### src/rtl/fifo_xfer_ctrl_pkg.sv
// Shared definitions for the UART-to-FIFO transfer sequencer: command and status codes,
// FSM state encoding and the registered output bundle.
package fifo_xfer_ctrl_pkg;

    localparam logic [7:0] CMD_WR  = 8'h01;
    localparam logic [7:0] CMD_RD  = 8'h02;
    localparam logic [7:0] CMD_CLR = 8'h03;

    localparam logic [1:0] STATUS_OK        = 2'd0;
    localparam logic [1:0] STATUS_OVERFLOW  = 2'd1;
    localparam logic [1:0] STATUS_UNDERFLOW = 2'd2;
    localparam logic [1:0] STATUS_BAD_CMD   = 2'd3;

    // Number of header bytes the parser consumes before cmd/rx_cnt are valid.
    localparam logic [1:0] HDR_LEN = 2'd3;

    typedef logic [2:0] state_t;

    localparam state_t ST_HDR      = 3'd0;
    localparam state_t ST_DECODE   = 3'd1;
    localparam state_t ST_WRITE    = 3'd2;
    localparam state_t ST_RD_ISSUE = 3'd3;
    localparam state_t ST_RD_WAIT  = 3'd4;
    localparam state_t ST_CLEAR    = 3'd5;
    localparam state_t ST_DONE     = 3'd6;

    typedef struct packed {
        logic       fifo_wr;
        logic [7:0] fifo_wdata;
        logic       fifo_rd;
        logic       fifo_clr;
        logic       tx_start;
        logic [7:0] tx_data;
        logic       fifo_done;
        logic [1:0] status;
    } xfer_out_t;

    function automatic logic is_xfer_cmd(input logic [7:0] c);
        return (c == CMD_WR) || (c == CMD_RD);
    endfunction

endpackage

### src/rtl/fifo_xfer_ctrl_if.sv
// Bundle of UART RX/TX, parser and FIFO signals seen by the transfer sequencer.
interface fifo_xfer_ctrl_if;

    logic        rok;
    logic [7:0]  mosi;
    logic [7:0]  cmd;
    logic [15:0] rx_cnt;
    logic        fifo_full;
    logic        fifo_empty;
    logic [7:0]  fifo_rdata;
    logic        tx_busy;

    logic        fifo_wr;
    logic [7:0]  fifo_wdata;
    logic        fifo_rd;
    logic        fifo_clr;
    logic        tx_start;
    logic [7:0]  tx_data;
    logic        fifo_done;
    logic [1:0]  status;

    modport master (
        input  rok, mosi, cmd, rx_cnt, fifo_full, fifo_empty, fifo_rdata, tx_busy,
        output fifo_wr, fifo_wdata, fifo_rd, fifo_clr, tx_start, tx_data, fifo_done, status
    );

    modport slave (
        output rok, mosi, cmd, rx_cnt, fifo_full, fifo_empty, fifo_rdata, tx_busy,
        input  fifo_wr, fifo_wdata, fifo_rd, fifo_clr, tx_start, tx_data, fifo_done, status
    );

endinterface

### src/rtl/fifo_xfer_ctrl.sv
// Transfer sequencer: counts the command header, then runs a write, read or clear of
// rx_cnt bytes between UART and FIFO and reports completion with a status code.
module fifo_xfer_ctrl
    import fifo_xfer_ctrl_pkg::*;
(
    input  logic                  clk,
    input  logic                  rst_n,
    fifo_xfer_ctrl_if.master      bus
);

    state_t      state_q, state_d;
    logic [1:0]  hdr_cnt_q, hdr_cnt_d;
    logic [15:0] remaining_q, remaining_d;
    logic        guard_q, guard_d;
    xfer_out_t   out_q, out_d;

    always_comb begin
        state_d     = state_q;
        hdr_cnt_d   = hdr_cnt_q;
        remaining_d = remaining_q;
        guard_d     = guard_q;

        // Strobes default low; data and status hold their last value.
        out_d            = '0;
        out_d.fifo_wdata = out_q.fifo_wdata;
        out_d.tx_data    = out_q.tx_data;
        out_d.status     = out_q.status;

        case (state_q)
            ST_HDR: begin
                if (bus.rok) begin
                    hdr_cnt_d = hdr_cnt_q + 2'd1;
                    if (hdr_cnt_q == HDR_LEN - 2'd1) begin
                        state_d = ST_DECODE;
                    end
                end
            end

            ST_DECODE: begin
                remaining_d  = bus.rx_cnt;
                out_d.status = STATUS_OK;
                if (bus.cmd == CMD_CLR) begin
                    state_d = ST_CLEAR;
                end else if (is_xfer_cmd(bus.cmd)) begin
                    if (bus.rx_cnt == 16'd0) begin
                        state_d = ST_DONE;
                    end else if (bus.cmd == CMD_WR) begin
                        state_d = ST_WRITE;
                    end else begin
                        state_d = ST_RD_ISSUE;
                    end
                end else begin
                    out_d.status = STATUS_BAD_CMD;
                    state_d      = ST_DONE;
                end
            end

            ST_WRITE: begin
                if (bus.rok) begin
                    if (!bus.fifo_full) begin
                        out_d.fifo_wr    = 1'b1;
                        out_d.fifo_wdata = bus.mosi;
                    end else begin
                        out_d.status = STATUS_OVERFLOW;
                    end
                    remaining_d = remaining_q - 16'd1;
                    if (remaining_q == 16'd1) begin
                        state_d = ST_DONE;
                    end
                end
            end

            ST_RD_ISSUE: begin
                if (bus.fifo_empty) begin
                    out_d.status = STATUS_UNDERFLOW;
                    state_d      = ST_DONE;
                end else if (!bus.tx_busy) begin
                    out_d.tx_start = 1'b1;
                    out_d.fifo_rd  = 1'b1;
                    out_d.tx_data  = bus.fifo_rdata;
                    remaining_d    = remaining_q - 16'd1;
                    guard_d        = 1'b1;
                    state_d        = ST_RD_WAIT;
                end
            end

            ST_RD_WAIT: begin
                // First cycle is skipped so a late-rising tx_busy is not missed.
                if (guard_q) begin
                    guard_d = 1'b0;
                end else if (!bus.tx_busy) begin
                    state_d = (remaining_q == 16'd0) ? ST_DONE : ST_RD_ISSUE;
                end
            end

            ST_CLEAR: begin
                out_d.fifo_clr = 1'b1;
                out_d.status   = STATUS_OK;
                state_d        = ST_DONE;
            end

            ST_DONE: begin
                out_d.fifo_done = 1'b1;
                hdr_cnt_d       = 2'd0;
                state_d         = ST_HDR;
            end

            default: begin
                state_d   = ST_HDR;
                hdr_cnt_d = 2'd0;
            end
        endcase
    end

    always_ff @(posedge clk or negedge rst_n) begin
        if (!rst_n) begin
            state_q     <= ST_HDR;
            hdr_cnt_q   <= 2'd0;
            remaining_q <= 16'd0;
            guard_q     <= 1'b0;
            out_q       <= '0;
        end else begin
            state_q     <= state_d;
            hdr_cnt_q   <= hdr_cnt_d;
            remaining_q <= remaining_d;
            guard_q     <= guard_d;
            out_q       <= out_d;
        end
    end

    assign bus.fifo_wr    = out_q.fifo_wr;
    assign bus.fifo_wdata = out_q.fifo_wdata;
    assign bus.fifo_rd    = out_q.fifo_rd;
    assign bus.fifo_clr   = out_q.fifo_clr;
    assign bus.tx_start   = out_q.tx_start;
    assign bus.tx_data    = out_q.tx_data;
    assign bus.fifo_done  = out_q.fifo_done;
    assign bus.status     = out_q.status;

endmodule

### src/flat_wrapper.sv
// flat-port wrapper written by rule: the top's interface ports become plain ports
module fifo_xfer_ctrl_flat import fifo_xfer_ctrl_pkg::*;
  (clk, rst_n, bus_rok, bus_mosi, bus_cmd, bus_rx_cnt, bus_fifo_full, bus_fifo_empty, bus_fifo_rdata, bus_tx_busy, bus_fifo_wr, bus_fifo_wdata, bus_fifo_rd, bus_fifo_clr, bus_tx_start, bus_tx_data, bus_fifo_done, bus_status);
  fifo_xfer_ctrl_if bus_i ();
  input  logic clk;
  input  logic rst_n;
  input wire logic [$bits(bus_i.rok)-1:0] bus_rok;
  input wire logic [$bits(bus_i.mosi)-1:0] bus_mosi;
  input wire logic [$bits(bus_i.cmd)-1:0] bus_cmd;
  input wire logic [$bits(bus_i.rx_cnt)-1:0] bus_rx_cnt;
  input wire logic [$bits(bus_i.fifo_full)-1:0] bus_fifo_full;
  input wire logic [$bits(bus_i.fifo_empty)-1:0] bus_fifo_empty;
  input wire logic [$bits(bus_i.fifo_rdata)-1:0] bus_fifo_rdata;
  input wire logic [$bits(bus_i.tx_busy)-1:0] bus_tx_busy;
  output wire logic [$bits(bus_i.fifo_wr)-1:0] bus_fifo_wr;
  output wire logic [$bits(bus_i.fifo_wdata)-1:0] bus_fifo_wdata;
  output wire logic [$bits(bus_i.fifo_rd)-1:0] bus_fifo_rd;
  output wire logic [$bits(bus_i.fifo_clr)-1:0] bus_fifo_clr;
  output wire logic [$bits(bus_i.tx_start)-1:0] bus_tx_start;
  output wire logic [$bits(bus_i.tx_data)-1:0] bus_tx_data;
  output wire logic [$bits(bus_i.fifo_done)-1:0] bus_fifo_done;
  output wire logic [$bits(bus_i.status)-1:0] bus_status;
  assign bus_i.rok = bus_rok;
  assign bus_i.mosi = bus_mosi;
  assign bus_i.cmd = bus_cmd;
  assign bus_i.rx_cnt = bus_rx_cnt;
  assign bus_i.fifo_full = bus_fifo_full;
  assign bus_i.fifo_empty = bus_fifo_empty;
  assign bus_i.fifo_rdata = bus_fifo_rdata;
  assign bus_i.tx_busy = bus_tx_busy;
  assign bus_fifo_wr = bus_i.fifo_wr;
  assign bus_fifo_wdata = bus_i.fifo_wdata;
  assign bus_fifo_rd = bus_i.fifo_rd;
  assign bus_fifo_clr = bus_i.fifo_clr;
  assign bus_tx_start = bus_i.tx_start;
  assign bus_tx_data = bus_i.tx_data;
  assign bus_fifo_done = bus_i.fifo_done;
  assign bus_status = bus_i.status;
  fifo_xfer_ctrl u_core (.clk(clk), .rst_n(rst_n), .bus(bus_i));
endmodule
### config.mk
export PLATFORM = sky130hd
export DESIGN_NAME = fifo_xfer_ctrl_flat
export DESIGN_NICKNAME = d
export VERILOG_FILES = /design/src/rtl/fifo_xfer_ctrl_pkg.sv /design/src/rtl/fifo_xfer_ctrl_if.sv /design/src/rtl/fifo_xfer_ctrl.sv /design/src/flat_wrapper.sv
export SDC_FILE = /design/constraint.sdc
export NUM_CORES = 1
export LEC_CHECK = 0
export ABC_CLOCK_PERIOD_IN_PS = 4500
export BUFFER_PORTS_ARGS = -buffer_cell sky130_fd_sc_hd__buf_2
export CORE_UTILIZATION = 45
export CTS_CLUSTER_SIZE = 24
export DETAILED_ROUTE_END_ITERATION = 10
export PLACE_DENSITY = 0.71
export SYNTH_ARGS = -nofsm -noshare
export SYNTH_HDL_FRONTEND = slang
export SYNTH_SLANG_ARGS = --single-unit
### constraint.sdc
create_clock -name clk -period 4.5 [get_ports clk]
set_input_delay 0.9 -clock clk [delete_from_list [all_inputs] [get_ports clk]]
set_output_delay 0.9 -clock clk [all_outputs]
set_load 0.05 [all_outputs]
After elaboration in Yosys (flattened, before gate mapping)
Index checks and enable logic that the tools add are counted.
{"block": "word_totals", "regBits": 45, "inputBits": 46, "out_inout_bits": 23, "word_cells": 95}
{"block": "classes", "addsub": 2, "n_eq_ne": 22, "mux": 40, "bitwise_logic": 4, "n_reduce_logical": 15}
{"operator": "9-bit two-way mux", "count": 6}
{"operator": "16-bit two-way mux", "count": 3}
{"operator": "16-bit one-hot mux with 3 select lines", "count": 1}
{"operator": "3-bit two-way mux", "count": 12}
{"operator": "16-bit zero test", "count": 2}
{"operator": "3-bit one-hot mux with 6 select lines", "count": 1}
{"operator": "16-bit by 1-bit equality test with 1-bit output, second input constant", "count": 1}
{"operator": "8-bit by 2-bit equality test with 1-bit output, second input constant", "count": 2}
{"operator": "2-bit inequality test, second input constant", "count": 8}
{"operator": "16-bit by 1-bit subtractor with 16-bit output, second input constant", "count": 1}
{"operator": "2-bit two-way mux", "count": 6}
{"operator": "3-bit equality test, second input constant", "count": 3}
{"operator": "3-bit AND reduction", "count": 3}
{"operator": "8-bit by 1-bit equality test with 1-bit output, second input constant", "count": 1}
{"operator": "1-bit two-way mux", "count": 8}
{"operator": "2-bit one-hot mux with 4 select lines", "count": 1}
{"operator": "4-bit AND reduction", "count": 2}
{"operator": "7-bit AND reduction", "count": 1}
{"operator": "3-bit by 2-bit equality test with 1-bit output, second input constant", "count": 2}
{"operator": "5-bit OR reduction", "count": 1}
{"operator": "2-bit by 1-bit inequality test with 1-bit output, second input constant", "count": 2}
{"operator": "1-bit NOT", "count": 4}
{"operator": "2-bit one-hot mux with 2 select lines", "count": 1}
{"operator": "4-bit nonzero test", "count": 1}
{"operator": "10 further kinds", "count": 10}

Logic depth before layout (Yosys ltp)
Gate-level depths: netlist of run 1.
{"block": "logic_depth", "word_depth": 6, "mapped_depth": 7, "ltp_nobuf": 7}

Worst setup path after synthesis of run 1
Ideal clock, no wire load.
{"block": "synth_path", "path_type": "in2reg", "from": "input bus_cmd[5]", "to": "register u_core.out_q, in the netlist u_core.bus.status[1]", "setup_ns": 0.125, "arrival_time_ns": 2.100, "required_ns": 4.375, "slack_ns": 2.275, "cell_stages": 5, "path_buffers": 0, "path_cell_list": "or4_4 nor3_4 o21ai_1 a22o_1 mux2_2"}
{"block": "synth_between", "elab_chain_cells": 5, "elab_cells_between_ends": 7}
{"element": "start: declaration", "line": "flat_wrapper.sv:9", "source": "input wire logic [$bits(bus_i.cmd)-1:0] bus_cmd;"}
{"element": "8-bit by 1-bit equality test with 1-bit output or 8-bit by 2-bit equality test with 1-bit output (tied branches)", "line": "fifo_xfer_ctrl_pkg.sv:39", "source": "return (c == CMD_WR) || (c == CMD_RD);"}
{"element": "1-bit logical OR", "line": "fifo_xfer_ctrl_pkg.sv:39"}
{"element": "2-bit two-way mux", "line": "fifo_xfer_ctrl.sv:44", "source": "end else if (is_xfer_cmd(bus.cmd)) begin"}
{"element": "2-bit two-way mux (*)", "line": "fifo_xfer_ctrl.sv:42", "source": "if (bus.cmd == CMD_CLR) begin"}
{"element": "2-bit one-hot mux with 4 select lines (*)", "line": "fifo_xfer_ctrl.sv:29", "source": "case (state_q)"}
{"element": "end signal: assignment", "line": "fifo_xfer_ctrl.sv:127", "source": "out_q <= out_d;"}
{"element": "end: declaration", "line": "fifo_xfer_ctrl.sv:15", "source": "xfer_out_t out_q, out_d;"}
Every way passes the cells marked *; elsewhere a longest branch is shown, timed or not.
A chain may end at the register's enable or synchronous reset.

Final worst setup path of run 1
{"block": "layout_path", "from": "register u_core.state_q[2]", "to": "register u_core.out_q, in the netlist u_core.bus.tx_data[5]"}
{"block": "layout_between", "elab_chain_cells": 2}
{"element": "start: declaration", "line": "fifo_xfer_ctrl.sv:11", "source": "state_t state_q, state_d;"}
{"element": "start signal: assignment", "line": "fifo_xfer_ctrl.sv:123", "source": "state_q <= state_d;"}
{"element": "3-bit by 2-bit equality test with 1-bit output", "line": "fifo_xfer_ctrl.sv:29"}
{"element": "3-bit AND reduction (no source line)"}
No other way between the ends.

==> results.ini, run 1 <==
[yosys]
synth.top_cell.area_share_pct=45.31
synth.yosys.seq_area_share_pct=45.31
yosys-top-cells-area=dfrtp_1, mux2_2, a21oi_1, o21ai_0, nor2_1
synth_area_leader_cell=dfrtp_1
synthMuxAreaShare_pct=8.290
synthCells=250
synth_xor_xnor_area_share_pct=0.3605
most_frequently_used_flop_master_after_synthesis=dfrtp_1
basic_gate_share_of_the_synthesized_area_counting_and_or_nand_and_nor_cells_pct=19.57
postSynthAreaPerCell_um2=9.719
adder_cell_fraction_of_synth_area_pct=1.545
synthTopCellsByCount=dfrtp_1, a21oi_1, nor2_1
synth-seq-cells=44
yosys_warnings=0
syn_nets=299
main_combinational_cell_family_by_area_after_synthesis=compound AO/OA/AOI/OAI gates
synth_most_common_cell=dfrtp_1
synth_edf_count=0
async_reset_ff_share_pct=100.0
unique_cell_type_count_in_the_yosys_netlist=55
share_of_the_synthesized_area_in_compound_gates_ao_oa_aoi_oai_pct=20.34
synthesis.area_um2=2430

[clock_tree]
cts.hold.buffers_added=0
clkSinkCount=44
cts_inserted_buffers=5
cts.repair_timing.setup_buffer_count=0
cts.reportedPaths.clkPinSlew_ns=0.09
clock-root-buffer=clkbuf_8
htreeDepth=2
clk_latency_ns=0.30
tritoncts=built
clk_path_buf_depth=2
post_cts_sizing=0

[placed_design]
hpwl_after_dpl_mm=4.075
instance_area_at_placement_um2=2788
finalWeightedCongestion=0.8768
buffer_ports.inserted=68
placed_cells=373

[power_and_ir_drop]
powerDensity_nw_per_um2=732.3
seq_power_share_pct=36.5
pwr-share-comb_pct=51.2
net_switching_power_figure_uw=1055
p_leak_uw=0.001280
ir_drop_mv=0.5009
power_switching_share_pct=49.99
power_report.internal_total_uw=1056
clkPwrFrac_pct=12.3

[floorplan]
fp-row-count=26
fp.dieH_um=75.48
die_area_um2=5697
ioPinCount=69
core_region_area_um2=5140
die_w_um=75.48
effective_utilization_at_floorplan_pct=47.27

[sta]
period_needed_ns=2.405
final.hold.worst_slack_ns=0.5057
worst_clock_skew_ns=0.01032
max_clock_freq_ghz=0.4158
final_slew_violations=0
finalSetupViolations=0
finalSetupTns_ns=0
rsz_0062_raised_after_global_routing=no
hold_viol_final=0
worst_slew_margin_rel_pct=35.64
timing_worst_slew_pin_value_ns=0.9654
fraction_of_the_cycle_the_final_worst_path_needs_pct=53.45

[flow_run]
max_cap_violations=0

[global_routing]
total_overflow_reported_by_the_global_router=0
grt_antenna_before_repair=0
wire_length_of_the_first_global_routing_pass_mm=9.087
grt_start_max_net_pins=45
grt_pass1_vias=1957
gr_util_all_layers_pct=21.07

[setup_path]
ff2ff_path_depth=3
timing.critical_path.fanout_max=24
worstReg2RegEnd=u_core.bus.tx_data[5]
cp.depth=3
path_delay_family=simple AND/OR/NAND/NOR gates
critPathBufInv=0
timing.critical_path.slowest_stage_cell=nor4_4
crit_end=u_core.bus.tx_data[5]
worst_setup_path_start=u_core.state_q[2]
rrSetupSlack_ns=2.09
critical_path.cell_chain=nand2b_1 > nor4_4 > mux2_2
worstSetupStartpointType=register
rr_startpoint=u_core.state_q[2]
critPathKind=register to register
end_kind=register
worst_ep_required_time_ns=4.68
max_stage_delay_ns=0.64
crit_arrival_ns=2.59

[final_layout]
final_cell_count_no_fill=381
num-fill-cells=498
finish.net_count=359
postLayoutCellArea_um2=2883
drive_gt1_share_pct=35.05
layout-area-overhead-vs-synth_pct=18.64
antenna-diode-count=0

[route]
drtPass1Iterations=5
wl_per_cell_um=14.78
route.detailed.drc=0
detail_route.vias_per_cell=5.585
finalWirelength_mm=5.631
postRouteAntennaNets=0
vias=2128
first_iter_violations=118

[worst_hold_path]
timing.hold.worst.class=register to register

[run_status]
run_status=finished, final reports clean

## placed cells by master, fill, tap and decap left out, drive strengths merged, types with 3 or more instances in the layout
cell,instances
nor3,11
o21ai,20
dfrtp,44
mux2,17
or3,4
nor4,7
nor2,26
ha,3
nand2b,3
o22a,4
nand3,4
a21oi,27
a22oi,4
inv,11
nand4,4
clkbuf,5
a31oi,3
nand2,12
buf,69
## kinds of logic (layout without fill, tap and decap cells)
kind of cell    count (synthesis)  after routing
compound gates                 79             79
simple gates                   80             80
flops                          44             44
mux                            18             18
buf+inv                        25             86
xor+xnor                        1              1
fa+ha+maj                       3              3
## power by group through the flow
stage	combinational (uW)	clock (uW)	sequential, uW
after detailed placement	1080	0	771
after global placement	1070	0	762
after global routing	1180	282	797
final	1080	260	770
after floorplan	606	0	1000
after CTS	1090	270	764
## worst min-delay path: stages (launching register included)
cell	delay (ns)
dfrtp_1	0.35
nor3_1	0.05
nor2_1	0.07
## worst min path at each step
stage                                        start  cells after the start  slack [ns]                  endpoint
after CTS                    u_core.bus.tx_data[3]                      1        0.51     u_core.bus.tx_data[3]
final                         u_core.bus.status[0]                      2        0.51      u_core.bus.status[0]
after detailed placement     u_core.bus.tx_data[3]                      1        0.49     u_core.bus.tx_data[3]
after global placement    u_core.bus.fifo_wdata[3]                      1        0.48  u_core.bus.fifo_wdata[3]
after global routing         u_core.bus.tx_data[4]                      1        0.54     u_core.bus.tx_data[4]
after floorplan                u_core.hdr_cnt_q[1]                      2        0.48       u_core.hdr_cnt_q[1]
## area by class of cell
| cell class | instances | area (um^2) | area share (%) |
|---|---|---|---|
| sequential | 44 | 1101 | 38.19 |
| clock buffer | 5 | 68.82 | 2.387 |
| tap | 70 | 87.58 | 3.038 |
| timing repair buffer | 69 | 347.8 | 12.07 |
| clock inverter | 3 | 26.28 | 0.9115 |
| inverter | 9 | 33.78 | 1.172 |
| multi-input combinational | 181 | 1217 | 42.23 |
## stage by stage
step | util (%) | total power (uW) | worst slack, ns
after floorplan | - | 1609 | 2.275
after CTS | 56.09 | 2120 | 2.080
after global placement | 54.24 | 1827 | 2.037
after detailed placement | 54.24 | 1854 | 2.009
after global routing | 56.09 | 2259 | 1.922
final | 56.09 | 2111 | 2.095
## layer usage
layer | vias up | wire length [um] | track usage [%]
li1 | 1040 | - | -
met4 | 0 | 80 | 6.173
met3 | 7 | 319 | 4.365
met1 | 1015 | 2467 | 26.66
met5 | - | 0 | 0
met2 | 66 | 2764 | 36.51
## flip-flops by register name, summed over array words and instances (netlist names)
name	flops
u_core.remaining_q	16
u_core.bus.fifo_wdata	8
u_core.bus.tx_data	8
u_core.state_q	3
u_core.bus.status	2
u_core.hdr_cnt_q	2
u_core.bus.fifo_clr	1
u_core.bus.fifo_done	1
u_core.bus.fifo_rd	1
u_core.bus.fifo_wr	1
u_core.guard_q	1
Note: power is estimated with default switching activity, not from simulation.
==> inputs of run 2 (changes only) <==
- ABC_CLOCK_PERIOD_IN_PS: 4500 -> 2100
- PLACE_DENSITY: 0.71 -> 0.73
- clock period: 4.5 -> 2.1 ns (I/O delays scaled with it)
==> run 2 against run 1 <==
  * Sequential share of layout area is 1.7 points lower
  * Via count rose by 1.5%
  * First-iteration DRC count increased by 26%
  * Design area up 4.6%
  * Setup slack lost 2.0 ns
  * Clock-buffer cell count unchanged
  * Global-route usage is 0.84 points higher
  * Critical path depth up 3
  * Final cell count rose by 3.1%
  * Clock skew up 0.0031 ns
  * Clock power increased to 2.5 times the previous value
  * Non-clock buffer count is 12 higher
  * Largest cell class unchanged
  * Largest power group unchanged
==> results.ini, run 2 (synthesis gave the netlist of run 1 again) <==
[power_and_ir_drop]
pwr-share-comb_pct=53.2  ; +2.0 points
ir_drop_mv=1.004  ; +100%
power_switching_share_pct=47.74  ; -2.2 points
powerDensity_nw_per_um2=1595  ; +120%
clkPwrFrac_pct=13.6  ; +1.3 points
seq_power_share_pct=33.3  ; -3.2 points
p_leak_uw=0.001354  ; +5.8%
power_report.internal_total_uw=2513  ; +140%
net_switching_power_figure_uw=2296  ; +120%

[setup_path]
rrSetupSlack_ns=0.14  ; -1.95 ns
timing.critical_path.fanout_max=4  ; -83%
crit_arrival_ns=2.16  ; -0.43 ns
worst_ep_required_time_ns=2.30  ; -2.38 ns
worstSetupStartpointType=register
critPathKind=register to register
end_kind=register
worstReg2RegEnd=u_core.remaining_q[4]
rr_startpoint=u_core.remaining_q[0]
ff2ff_path_depth=6  ; +3

[floorplan]
effective_utilization_at_floorplan_pct=47.27  ; unchanged
die_w_um=75.48  ; unchanged
fp.dieH_um=75.48  ; unchanged
fp-row-count=26  ; unchanged
die_area_um2=5697  ; unchanged
ioPinCount=69  ; unchanged
core_region_area_um2=5140  ; unchanged

[run_status]
run_status=finished, final reports clean

[route]
wl_per_cell_um=14.73  ; -0.35%
finalWirelength_mm=5.788  ; +2.8%
detail_route.vias_per_cell=5.494  ; -1.6%
drtPass1Iterations=4  ; -1
vias=2159  ; +1.5%
postRouteAntennaNets=0  ; unchanged
route.detailed.drc=0  ; unchanged
first_iter_violations=149  ; +26%

[sta]
timing_worst_slew_pin_value_ns=0.5199  ; -0.4455 ns
finalSetupTns_ns=0  ; unchanged
worst_clock_skew_ns=0.01337  ; +0.003053 ns
fraction_of_the_cycle_the_final_worst_path_needs_pct=93.20  ; +40 points
rsz_0062_raised_after_global_routing=no
final_slew_violations=0  ; unchanged
finalSetupViolations=0  ; unchanged
max_clock_freq_ghz=0.5109  ; +23%
hold_viol_final=0  ; unchanged
worst_slew_margin_rel_pct=65.34  ; +30 points
period_needed_ns=1.957  ; -0.4479 ns

[final_layout]
largest-register=u_core.remaining_q
finish.net_count=371  ; +3.3%
drive_gt1_share_pct=37.46  ; +2.4 points
final_cell_count_no_fill=393  ; +3.1%
num-fill-cells=493  ; -1.0%
final_common_cell=buf_2
largest_register_ffs=16  ; unchanged
antenna-diode-count=0  ; unchanged
layout-area-overhead-vs-synth_pct=24.05
sequential_cell_area_um2=1101  ; unchanged
layout.cells.most_common_list=buf_2, dfrtp_1, a21oi_1, nor2_1, o21ai_0
multi_input_area_um2=1217  ; unchanged

[global_routing]
grt_start_max_net_pins=25  ; -44%
gr_util_all_layers_pct=21.91  ; +0.84 points
total_overflow_reported_by_the_global_router=0  ; unchanged
grt_antenna_before_repair=0  ; unchanged
wire_length_of_the_first_global_routing_pass_mm=9.301  ; +2.4%
grt_pass1_vias=2053  ; +4.9%

[clock_tree]
clk_latency_ns=0.30  ; about the same
cts.hold.buffers_added=0  ; unchanged
clkSinkCount=44  ; unchanged
post_cts_sizing=0  ; unchanged
cts_inserted_buffers=5  ; unchanged
clk_path_buf_depth=2  ; unchanged
cts.repair_timing.setup_buffer_count=0  ; unchanged
tritoncts=built
clock-root-buffer=clkbuf_8
htreeDepth=2  ; unchanged
cts.reportedPaths.clkPinSlew_ns=0.09  ; about the same

[placed_design]
buffer_ports.inserted=68  ; unchanged
hpwl_after_dpl_mm=4.406  ; +8.1%
placed_cells=385  ; +3.2%
finalWeightedCongestion=0.8696  ; -0.82%

[flow_run]
max_cap_violations=0  ; unchanged

[worst_hold_path]
timing.hold.worst.class=input pin to async pin

-- run 2: how the worst max path moves through the flow --
| stage | slack (ns) | cells past startpoint | from | end |
|---|---|---|---|---|
| after floorplan | 0.33 | 6 | u_core.remaining_q[0] | u_core.remaining_q[4] |
| after global placement | 0.22 | 6 | bus_cmd[5] | u_core.bus.status[1] |
| after detailed placement | 0.18 | 6 | bus_cmd[5] | u_core.bus.status[1] |
| after CTS | 0.14 | 6 | u_core.remaining_q[0] | u_core.remaining_q[4] |
| after global routing | 0.02 | 7 | u_core.remaining_q[0] | u_core.remaining_q[10] |
| final | 0.14 | 6 | u_core.remaining_q[0] | u_core.remaining_q[4] |
-- run 2: cell type report --
class / count / share of cell area [%]
Clock buffer: 5 / 2.283
Clock inverter: 3 / 1.411
Inverter: 9 / 1.121
Multi-Input combinational cell: 181 / 40.39
Sequential cell: 44 / 36.53
Tap cell: 70 / 2.906
Timing Repair Buffer: 81 / 15.36
-- run 2: metrics by stage --
stage | utilization [%] | setup slack, ns | hold WS (ns) | power, uW | area [um^2]
CTS | 58.64 | 0.1427 | 0.09872 | 4821 | 3014
detailed placement | 56.48 | 0.1772 | 0.4301 | 4156 | 2903
floorplan | - | 0.3306 | 0.1244 | 3447 | 2430
finish | 58.64 | 0.1428 | 0.08005 | 4809 | 3014
global placement | 56.48 | 0.2211 | 0.4261 | 4084 | 2903
global route | 58.64 | 0.01989 | 0.1123 | 5135 | 3014
-- run 2: power by group through the flow --
stage          registers (uW)  logic (uW)  clock network [uW]
2_1_floorplan            2150        1300                   0
3_3_place_gp             1590        2500                   0
3_5_place_dp             1610        2550                   0
4_1_cts                  1590        2560                 671
5_1_grt                  1660        2770                 702
6_report                 1600        2560                 653
-- run 2: worst max-delay path, cell delays in order, from the launching register on --
cell,delay (ns)
dfrtp_1,0.45
inv_1,0.11
ha_1,0.21
or3b_2,0.51
nor2_1,0.25
a21oi_1,0.11
o22a_2,0.22
-- run 2: metal layers --
metal	track usage [%]	routed length, um	vias to the layer above
met1	28.33	2550	1018
met4	7.819	85	0
met2	36.11	2885	69
met3	5.159	267	7
met5	0	0	-
li1	-	-	1065
==> inputs of run 3 (changes only) <==
- CORE_ASPECT_RATIO: unset -> 1.4
==> run 3 against run 2 <==
  * Combinational power down 5%
  * Critical path depth is 1 lower
  * Via count up 1.9%
  * Largest power group unchanged
  * Highest routed layer unchanged
==> results.ini, run 3 (synthesis gave the netlist of run 1 again) <==
[floorplan]
effective_utilization_at_floorplan_pct=46.75  ; -0.52 points
core_region_area_um2=5197  ; +1.1%
ioPinCount=69  ; unchanged
fp-row-count=31  ; +19%
fp.dieH_um=88.95  ; +18%
die_w_um=64.11  ; -15%
die_area_um2=5702  ; about the same

[route]
route.met2.wl_mm=3.023  ; +4.8%
postRouteAntennaNets=0  ; unchanged
finalWirelength_mm=5.662  ; -2.2%
drt-met1-wl_mm=2.230  ; -13%
detailroute.wirelength.met3_um=269  ; +0.75%
detail_route.vias_per_cell=5.699  ; +3.7%
first_iter_violations=75  ; -50%
route.detailed.drc=0  ; unchanged
vias=2200  ; +1.9%
drtPass1Iterations=4  ; unchanged
wl_per_cell_um=14.67  ; -0.40%
highest_layer=met4

[global_routing]
grt_antenna_before_repair=0  ; unchanged
total_overflow_reported_by_the_global_router=0  ; unchanged
grt_start_max_net_pins=25  ; unchanged
grt_pass1_vias=2037  ; -0.78%
wire_length_of_the_first_global_routing_pass_mm=9.349  ; +0.52%
gr_util_all_layers_pct=21.28  ; -0.63 points

[final_layout]
finish.utilization_pct=57.05  ; -1.6 points
sequential_cell_area_um2=1101  ; unchanged
num-fill-cells=491  ; -0.41%
layout-area-overhead-vs-synth_pct=22.04
final_cell_count_no_fill=386  ; -1.8%
antenna-diode-count=0  ; unchanged
multi_input_area_um2=1217  ; unchanged
largest-register=u_core.remaining_q
drive_gt1_share_pct=36.88  ; -0.59 points
largest_register_ffs=16  ; unchanged
final_common_cell=buf_2
finish.net_count=368  ; -0.81%
layout.cells.most_common_list=buf_2, dfrtp_1, a21oi_1, nor2_1, o21ai_0

[run_status]
run_status=finished, final reports clean

[clock_tree]
clock-root-buffer=clkbuf_8
cts_inserted_buffers=5  ; unchanged
post_cts_sizing=0  ; unchanged
clk_latency_ns=0.30  ; about the same
clkSinkCount=44  ; unchanged
cts.reportedPaths.clkPinSlew_ns=0.09  ; about the same
clk_path_buf_depth=2  ; unchanged
htreeDepth=2  ; unchanged
tritoncts=built
cts.hold.buffers_added=0  ; unchanged
cts.repair_timing.setup_buffer_count=0  ; unchanged

[setup_path]
crit_arrival_ns=2.16  ; about the same
rrSetupSlack_ns=0.17  ; +0.02 ns
worstReg2RegEnd=u_core.remaining_q[13]
critPathKind=register to register
path_delay_family=simple AND/OR/NAND/NOR gates
max_stage_delay_ns=0.48  ; -0.03 ns
timing.critical_path.slowest_stage_cell=dfrtp_1
end_kind=register
worstSetupStartpointType=register
rr_startpoint=u_core.remaining_q[4]
worst_ep_required_time_ns=2.33  ; +0.03 ns
critPathBufInv=0  ; -1
timing.critical_path.fanout_max=8  ; +4
ff2ff_path_depth=5  ; -1
critical_path.cell_chain=nor4_2 > nand3_2 > or3_1 > a21oi_1 > a2bb2oi_1

[power_and_ir_drop]
powerDensity_nw_per_um2=1587  ; -0.50%
ir_drop_mv=0.7333  ; -27%
totalPowerFinal_uw=4707  ; -2.1%
p_leak_uw=0.001330  ; -1.8%

[sta]
worst_clock_skew_ns=0.006534  ; -0.006837 ns
worst_slew_margin_rel_pct=61.55  ; -3.8 points
fraction_of_the_cycle_the_final_worst_path_needs_pct=92.06  ; -1.1 points
finalSetupTns_ns=0  ; unchanged
finalSetupViolations=0  ; unchanged
final_slew_violations=0  ; unchanged
rsz_0062_raised_after_global_routing=no
max_clock_freq_ghz=0.5173  ; +1.2%
period_needed_ns=1.933  ; -0.02408 ns
timing_worst_slew_pin_value_ns=0.5768  ; +0.05692 ns
hold_viol_final=0  ; unchanged

[placed_design]
finalWeightedCongestion=0.8509  ; -2.2%
hpwl_after_dpl_mm=4.325  ; -1.8%
placed_cells=378  ; -1.8%
buffer_ports.inserted=68  ; unchanged

[flow_run]
max_cap_violations=0  ; unchanged

[worst_hold_path]
timing.hold.worst.class=input pin to async pin

run 3: changes by cell type in the layout (fill, tap and decap cells not counted):
cell	change
buf_12	-2
buf_4	-1
clkinv_2	-1
inv_6	+1
run 3: per-layer routing:
layer,GRT usage [%],up-vias
met5,0,-
met2,40.04,72
met1,23.41,1059
met4,9.495,0
met3,3.699,12
li1,-,1057
run 3: final cells by class:
| class | count | share of cell area, % |
|---|---|---|
| clock buffer | 5 | 2.321 |
| clock inverter | 3 | 1.561 |
| inverter | 9 | 1.139 |
| multi-input combinational | 181 | 41.05 |
| sequential | 44 | 37.13 |
| tap | 66 | 2.785 |
| timing repair buffer | 78 | 14.01 |
run 3: report_power, final:
| part | switching [uW] | total [uW] | internal, uW | leakage, uW |
|---|---|---|---|---|
| Combinational | 1580 | 2440 | 859 | 0.000737 |
| Clock | 316 | 675 | 359 | 0.0000548 |
| Sequential | 367 | 1590 | 1220 | 0.000538 |
run 3: per-stage QoR:
stage                     setup WS (ns)  instance area [um^2]  hold WS [ns]
after global placement           0.2262                  2850        0.3808
after floorplan                  0.3306                  2430        0.1244
after global routing            0.08029                  2965       0.06513
after CTS                        0.1648                  2965       0.04778
after detailed placement         0.1995                  2850        0.3836
final                            0.1668                  2965       0.04258
run 3: worst max-delay path by stage:
stage | startpoint | to | depth (start not counted)
final | u_core.remaining_q[4] | u_core.remaining_q[13] | 5
after global routing | u_core.remaining_q[0] | u_core.remaining_q[12] | 7
after CTS | u_core.remaining_q[0] | u_core.remaining_q[4] | 6
after detailed placement | u_core.remaining_q[0] | u_core.remaining_q[4] | 6
after global placement | bus_cmd[5] | u_core.bus.status[1] | 6
after floorplan | u_core.remaining_q[0] | u_core.remaining_q[4] | 6
run 3: worst reg2reg max path, cell delays in order (launching register included):
cell and delay, ns:
dfrtp_1 0.48, nor4_2 0.47, nand3_2 0.19, or3_1 0.41, a21oi_1 0.16, a2bb2oi_1 0.16
